===== src/rtl/sipo_pkg.sv =====
// Shared types and helpers for the serial-in/parallel-out word collector.
package sipo_pkg;

  typedef enum logic {
    StEmpty,
    StFull
  } hold_state_e;

  // Width needed to count 0..width inclusive.
  function automatic int unsigned cnt_width(int unsigned width);
    return $clog2(width + 1);
  endfunction

endpackage


===== src/rtl/sipo_bit_counter.sv =====
// Modulo-WIDTH bit counter with load-1 and sync clear; wrap flags the completing increment.
module sipo_bit_counter
  import sipo_pkg::*;
#(
  parameter int unsigned WIDTH = 8
) (
  input  logic                        clk,
  input  logic                        rst,
  input  logic                        inc,
  input  logic                        clr,
  input  logic                        load1,
  output logic [cnt_width(WIDTH)-1:0] cnt,
  output logic                        wrap
);

  localparam int unsigned CW = cnt_width(WIDTH);
  localparam logic [CW-1:0] Last = CW'(WIDTH - 1);

  logic [CW-1:0] cnt_q, cnt_d;

  assign wrap = inc && !clr && !load1 && (cnt_q == Last);
  assign cnt  = cnt_q;

  always_comb begin
    cnt_d = cnt_q;
    if (load1) begin
      cnt_d = CW'(1);
    end else if (clr || wrap) begin
      cnt_d = '0;
    end else if (inc) begin
      cnt_d = cnt_q + CW'(1);
    end
  end

  always_ff @(posedge clk) begin
    if (rst) begin
      cnt_q <= '0;
    end else begin
      cnt_q <= cnt_d;
    end
  end

endmodule


===== src/rtl/sipo_collector.sv =====
// Serial-in/parallel-out word collector with a one-word valid/ready holding register
// and sticky overrun on dropped words.
module sipo_collector
  import sipo_pkg::*;
#(
  parameter int unsigned WIDTH     = 8,
  parameter bit          MSB_FIRST = 1'b1
) (
  input  logic                        clk,
  input  logic                        rst,
  input  logic                        sin_valid,
  input  logic                        sin_bit,
  input  logic                        frame_start,
  output logic [WIDTH-1:0]            dout,
  output logic                        dout_valid,
  input  logic                        dout_ready,
  output logic                        overrun,
  input  logic                        ovr_clear,
  output logic [cnt_width(WIDTH)-1:0] bit_cnt,
  output logic                        busy
);

  if (WIDTH < 2) begin : g_width_check
    $fatal(1, "sipo_collector: WIDTH must be >= 2");
  end

  logic [WIDTH-1:0] shreg_q, shreg_d;
  logic [WIDTH-1:0] dout_q;
  logic             overrun_q, overrun_d;
  logic             complete, load_dout, drop;
  hold_state_e      state_q, state_d;

  sipo_bit_counter #(
    .WIDTH(WIDTH)
  ) u_bit_counter (
    .clk  (clk),
    .rst  (rst),
    .inc  (sin_valid & ~frame_start),
    .clr  (frame_start & ~sin_valid),
    .load1(frame_start & sin_valid),
    .cnt  (bit_cnt),
    .wrap (complete)
  );

  assign busy = (bit_cnt != '0);

  // A frame_start bit rebuilds the word from that bit alone.
  always_comb begin
    shreg_d = shreg_q;
    if (sin_valid && frame_start) begin
      shreg_d = MSB_FIRST ? {{(WIDTH - 1){1'b0}}, sin_bit} : {sin_bit, {(WIDTH - 1){1'b0}}};
    end else if (sin_valid) begin
      shreg_d = MSB_FIRST ? {shreg_q[WIDTH-2:0], sin_bit} : {sin_bit, shreg_q[WIDTH-1:1]};
    end
  end

  always_ff @(posedge clk) begin
    if (rst) begin
      state_q <= StEmpty;
    end else begin
      state_q <= state_d;
    end
  end

  always_comb begin
    state_d = state_q;
    unique case (state_q)
      StEmpty: if (complete) state_d = StFull;
      StFull:  if (dout_ready && !complete) state_d = StEmpty;
      default: state_d = StEmpty;
    endcase
  end

  always_comb begin
    dout_valid = (state_q == StFull);
    load_dout  = complete && (!dout_valid || dout_ready);
    drop       = complete && dout_valid && !dout_ready;
  end

  // Set wins over clear when both happen in one cycle.
  assign overrun_d = drop ? 1'b1 : (ovr_clear ? 1'b0 : overrun_q);

  always_ff @(posedge clk) begin
    if (rst) begin
      shreg_q   <= '0;
      dout_q    <= '0;
      overrun_q <= 1'b0;
    end else begin
      shreg_q   <= shreg_d;
      overrun_q <= overrun_d;
      if (load_dout) begin
        dout_q <= shreg_d;
      end
    end
  end

  assign dout    = dout_q;
  assign overrun = overrun_q;

endmodule


===== config.mk =====
export PLATFORM = sky130hd
export DESIGN_NAME = sipo_collector
export DESIGN_NICKNAME = d
export VERILOG_FILES = /design/src/rtl/sipo_pkg.sv /design/src/rtl/sipo_bit_counter.sv /design/src/rtl/sipo_collector.sv
export SDC_FILE = /design/constraint.sdc
export NUM_CORES = 1
export LEC_CHECK = 0
export ABC_AREA = 1
export CAP_MARGIN = 10
export CORE_MARGIN = 5
export CORE_UTILIZATION = 40
export CTS_CLUSTER_DIAMETER = 50
export CTS_CLUSTER_SIZE = 20
export DETAILED_ROUTE_END_ITERATION = 8
export DONT_BUFFER_PORTS = 1
export GPL_TIMING_DRIVEN = 0
export HOLD_SLACK_MARGIN = 0.12
export PLACE_DENSITY_LB_ADDON = 0.3
export SLEW_MARGIN = 30
export SYNTH_ARGS = -nofsm -noshare
export SYNTH_HDL_FRONTEND = slang
export SYNTH_SLANG_ARGS = --single-unit

===== constraint.sdc =====
create_clock -name clk -period 2.1 [get_ports clk]
set_input_delay 0.315 -clock clk [delete_from_list [all_inputs] [get_ports clk]]
set_output_delay 0.315 -clock clk [all_outputs]
set_load 0.005 [all_outputs]

==> Word-level counts from Yosys, hierarchy flattened <==
Cells that the tools add are included.
{ "word_totals": {"latch_bits": 0, "register_bits": 22, "ramBits": 0, "memories": 0, "romBits": 0} }
{ "classes": {"n_addsub": 1, "reduce_logical": 19, "n_mux": 10, "shifts": 0, "div_mod_pow": 0, "order_cmp": 0, "n_mul": 0, "n_eq_ne": 1, "bitwise_logic": 6} }
{ "ops": {"columns": ["operator", "n"], "rows": [
  ["two-way mux 8 bit", 2],
  ["logical AND 1 bit", 8],
  ["two-way mux 1 bit", 7],
  ["zero test 1 bit", 5],
  ["adder 4 x 1 -> 4 bit, second input constant", 1],
  ["equality test 4 x 3 -> 1 bit, second input constant", 1],
  ["nonzero test 4 bit", 1],
  ["bitwise AND 1 bit", 3],
  ["NOT 1 bit", 3],
  ["nonzero test 3 bit", 1],
  ["OR reduction 3 bit", 1],
  ["logical OR 1 bit", 2],
  ["case mux 1 bit (2 select lines)", 1],
  ["nonzero test 2 bit", 1]
]} }

==> Depth between registers and ports, before layout <==
{ "depth": {"word_depth": 10, "mapped_depth": 8} }

==> By module <==
From an unflattened synthesis, not the netlist that was laid out.
{ "hier_totals": {"hier_cells": 146, "area_unflattened_um2": 1088.5} }
{ "by_module_without_submodules": {"columns": ["module", "instances", "area_each_um2", "cells_per_inst"], "rows": [
  ["sipo_collector", 1, 855.8, 114],
  ["sipo_bit_counter", 1, 232.7, 32]
]} }

==> Worst setup path before layout <==
OpenSTA, ideal clock, no wires.
{ "synth_path": {"path_type": "flip-flop to flip-flop", "from": "reg u_bit_counter.cnt_q[1] (netlist: u_bit_counter.cnt[1])", "to": "reg dout_q[1] (netlist: dout[1])", "arrival_ns": 1.131, "synth_period_minus_slack_ns": 1.244, "stages_incl_launch_ff": 8, "setup_slack_ns": 0.856, "cell_sequence": "dfxtp_1 > ha_1 > nand2_2 > nor2_4 > nand3_4 > buf_6 > nor2_1 > nor2_1"} }
{ "synth_between": {"elab_chain_cells": 3} }
{ "synth_lines": {"columns": ["item", "line", "text"], "rows": [
  ["from (decl)", "sipo_bit_counter.sv:19", "logic [CW-1:0] cnt_q, cnt_d;"],
  ["from (signal assigned)", "sipo_bit_counter.sv:39", "cnt_q <= cnt_d;"],
  ["equality test 4 x 3 -> 1 bit", "sipo_bit_counter.sv:21", "assign wrap = inc && !clr && !load1 && (cnt_q == Last);"],
  ["logical AND 1 bit", "sipo_bit_counter.sv:21", null],
  ["logical AND 1 bit", "sipo_collector.sv:76", "load_dout = complete && (!dout_valid || dout_ready);"],
  ["to (signal assigned)", "sipo_collector.sv:92", "dout_q <= shreg_d;"],
  ["to (decl)", "sipo_collector.sv:28", "logic [WIDTH-1:0] dout_q;"]
]} }
Every way passes these cells.
A chain may end at the register's enable or synchronous reset.

==> Worst setup path in the final report <==
{ "layout_path": {"from": "reg u_bit_counter.cnt_q[0] (netlist: u_bit_counter.cnt[0])", "to": "out busy"} }
{ "layout_between": {"elab_chain_cells": 1} }
{ "layout_lines": {"columns": ["item", "line", "text"], "rows": [
  ["nonzero test 4 bit", "sipo_collector.sv:45", "assign busy = (bit_cnt != '0);"],
  ["to (decl)", "sipo_collector.sv:20", "output logic busy"]
]} }
Every way passes these cells.

==> impl_metrics.toml <==
[global_route]
grt_max_degree = 14
gr-total-overflow = 0
grt_use_total_pct = 11.1
first_global_vias = 731
antenna_found_initial = 0
grt_pass1_wl_um = 2940

[final_layout]
layout_commonest_cell = "nand2_1"
antenna_cells = 0
drive_gt1_share_pct = 11.6
fin_util_pct = 45.0
layout_common_cells = "25 x nand2_1, 23 x inv_1, 22 x dfxtp_1"
nNetsFinal = 148
syn2layout_area_growth_pct = 10.2
postLayoutCellArea_um2 = 1080

[timing]
worst_pin_slew_ps = 246
fin_crit_sh_pct = 68.8
finalHoldViolCount = 0
drv_slew = 0
fin_tns_setup_ps = 0
setup_violations = 0
min_period_ps = 1440
slew_headroom_pct = 83.4
max_freq_mhz = 692
rsz0062_at_grt = "no"
finalClockSkew_ps = 11.7

[placement]
dpl_cell_area_um2 = 1020
gp_congestion = 0.801
portBuffers = 0
hpwlAfterDp_um = 1390

[clocking]
cts_tree = "yes"
cts_buffers = 3
cts_root_buf = "clkbuf_4"
clock_latency_ps = 310
cts.sinks = 22
clk_pin_slew_ps = 130
clockBufferDepth = 2
htreeDepth = 1

[logic_synthesis]
yosysWarnings = 0
syn_avg_cell_area_um2 = 7.39
synthTopCellsByArea = "dfxtp_1 45%, nand2_1 9.5%, inv_1 8.8%, nor2_1 8.0%, and2_1 4.5%"
synth_cell_type_count = 20
yosysTopAreaCell = "dfxtp_1"
syn-num-nets = 142
ys_seq_area_share_pct = 44.8
syn_area_um2 = 983
synthCells = 133
synth_top_area_share_pct = 44.8
synth-seq-cells = 22

[power]
power_density_nw_per_um2 = 721
total_leakage_power_nw = 0.473
vdd_drop_max_mv = 0.505

[worst_setup_path]
endpoint_kind = "output port"
arrival_ps = 1130
startpoint_type = "flip-flop"
path_class = "reg2out"
cp.required_ps = 1780
crit_path_max_fanout = 4

[detailed_routing]
wire_per_inst_um = 10.7
ant_nets = 0
routed_wl_um = 1800
num_vias = 777
avgViaCountPerCell = 4.63
drtIter0Drc = 17
drc = 0
first_pass_iters = 3

[run_status]
status = "complete, no violations"

[floorplan]
pin_count = 22
die_w_um = 59.6
rows = 18
dieArea_um2 = 3550
die_y_um = 59.6
initial_core_util_pct = 40.8
core-area_um2 = 2410

[hold_path]
hp-class = "in2reg"

[run]
cap_violations = 0
## power by group
group / switching (mW) / internal (mW) / leakage (nW) / total, mW
Combinational: 0.0226 / 0.0111 / 0.268 / 0.0337
Sequential: 0.00322 / 0.421 / 0.178 / 0.424
Clock: 0.130 / 0.193 / 0.0279 / 0.323
## sequential cells by signal, indices dropped and copies added, names as in the netlist
name	count
u_bit_counter.cnt	4
overrun	1
shreg_q	8
dout	8
dout_valid	1
## synth_stat cells (all sizes together)
cell	instances
a21oi	3
ha	2
inv	24
and2	7
nor3	1
dfxtp	22
nand4	1
xor2	1
buf	3
o22ai	5
nor2	23
nand3	5
o21ai	6
nand2	30
## cells by family after synthesis
logic type | share of synthesized area, %
buf+inv | 11.6
xor+xnor | 0.891
fa+ha+maj | 2.54
compound gates | 7.76
simple gates | 32.4
flops | 44.8
## cell type report
| type | count | area (µm²) |
|---|---|---|
| Buffer | 3 | 23.8 |
| Tap cell | 30 | 37.5 |
| Sequential cell | 22 | 440 |
| Multi-Input combinational cell | 84 | 429 |
| Clock inverter | 1 | 30.0 |
| Timing Repair Buffer | 1 | 10.0 |
| Inverter | 24 | 90.1 |
| Clock buffer | 3 | 22.5 |
| Fill cell | 260 | 1330 |
## routing by layer
metal | up-vias | track usage, % | share of wire (%) | routed length [µm]
li1 | 412 | - | - | -
met1 | 339 | 12.5 | 46 | 837
met2 | 21 | 17.9 | 42 | 764
met3 | 5 | 4.58 | 8.9 | 161
met4 | 0 | 5.70 | 2.2 | 40
met5 | - | 0 | 0 | 0
## worst paths after layout
path	from	cells after the start	slack, ps	to
worst min-delay path	ovr_clear	3	160	overrun
worst max-delay path	u_bit_counter.cnt[0]	3	660	busy
worst max register to register	u_bit_counter.cnt[1]	7	660	dout[4]
worst min register to register	overrun	2	490	overrun
## through the flow
step	setup slack, ps	total power, mW	hold WS [ps]	cells
after floorplan	856	0.458	384	133
after global placement	713	0.464	387	163
after detailed placement	663	0.466	390	163
after CTS	627	0.794	156	168
after global routing	487	0.813	170	168
final	655	0.781	162	168
## timing repair
action	4_1_cts	5_1_grt
endpoints found under the hold margin	4	0
resized for setup	0	0
buffers inserted	0	0
hold buffers	1	0
## critical path, stage by stage (launching register included)
cell and delay [ps]:
dfxtp_1 430, inv_1 100, ha_1 200, nand2_1 80
Power figures use the tool's default switching activity.
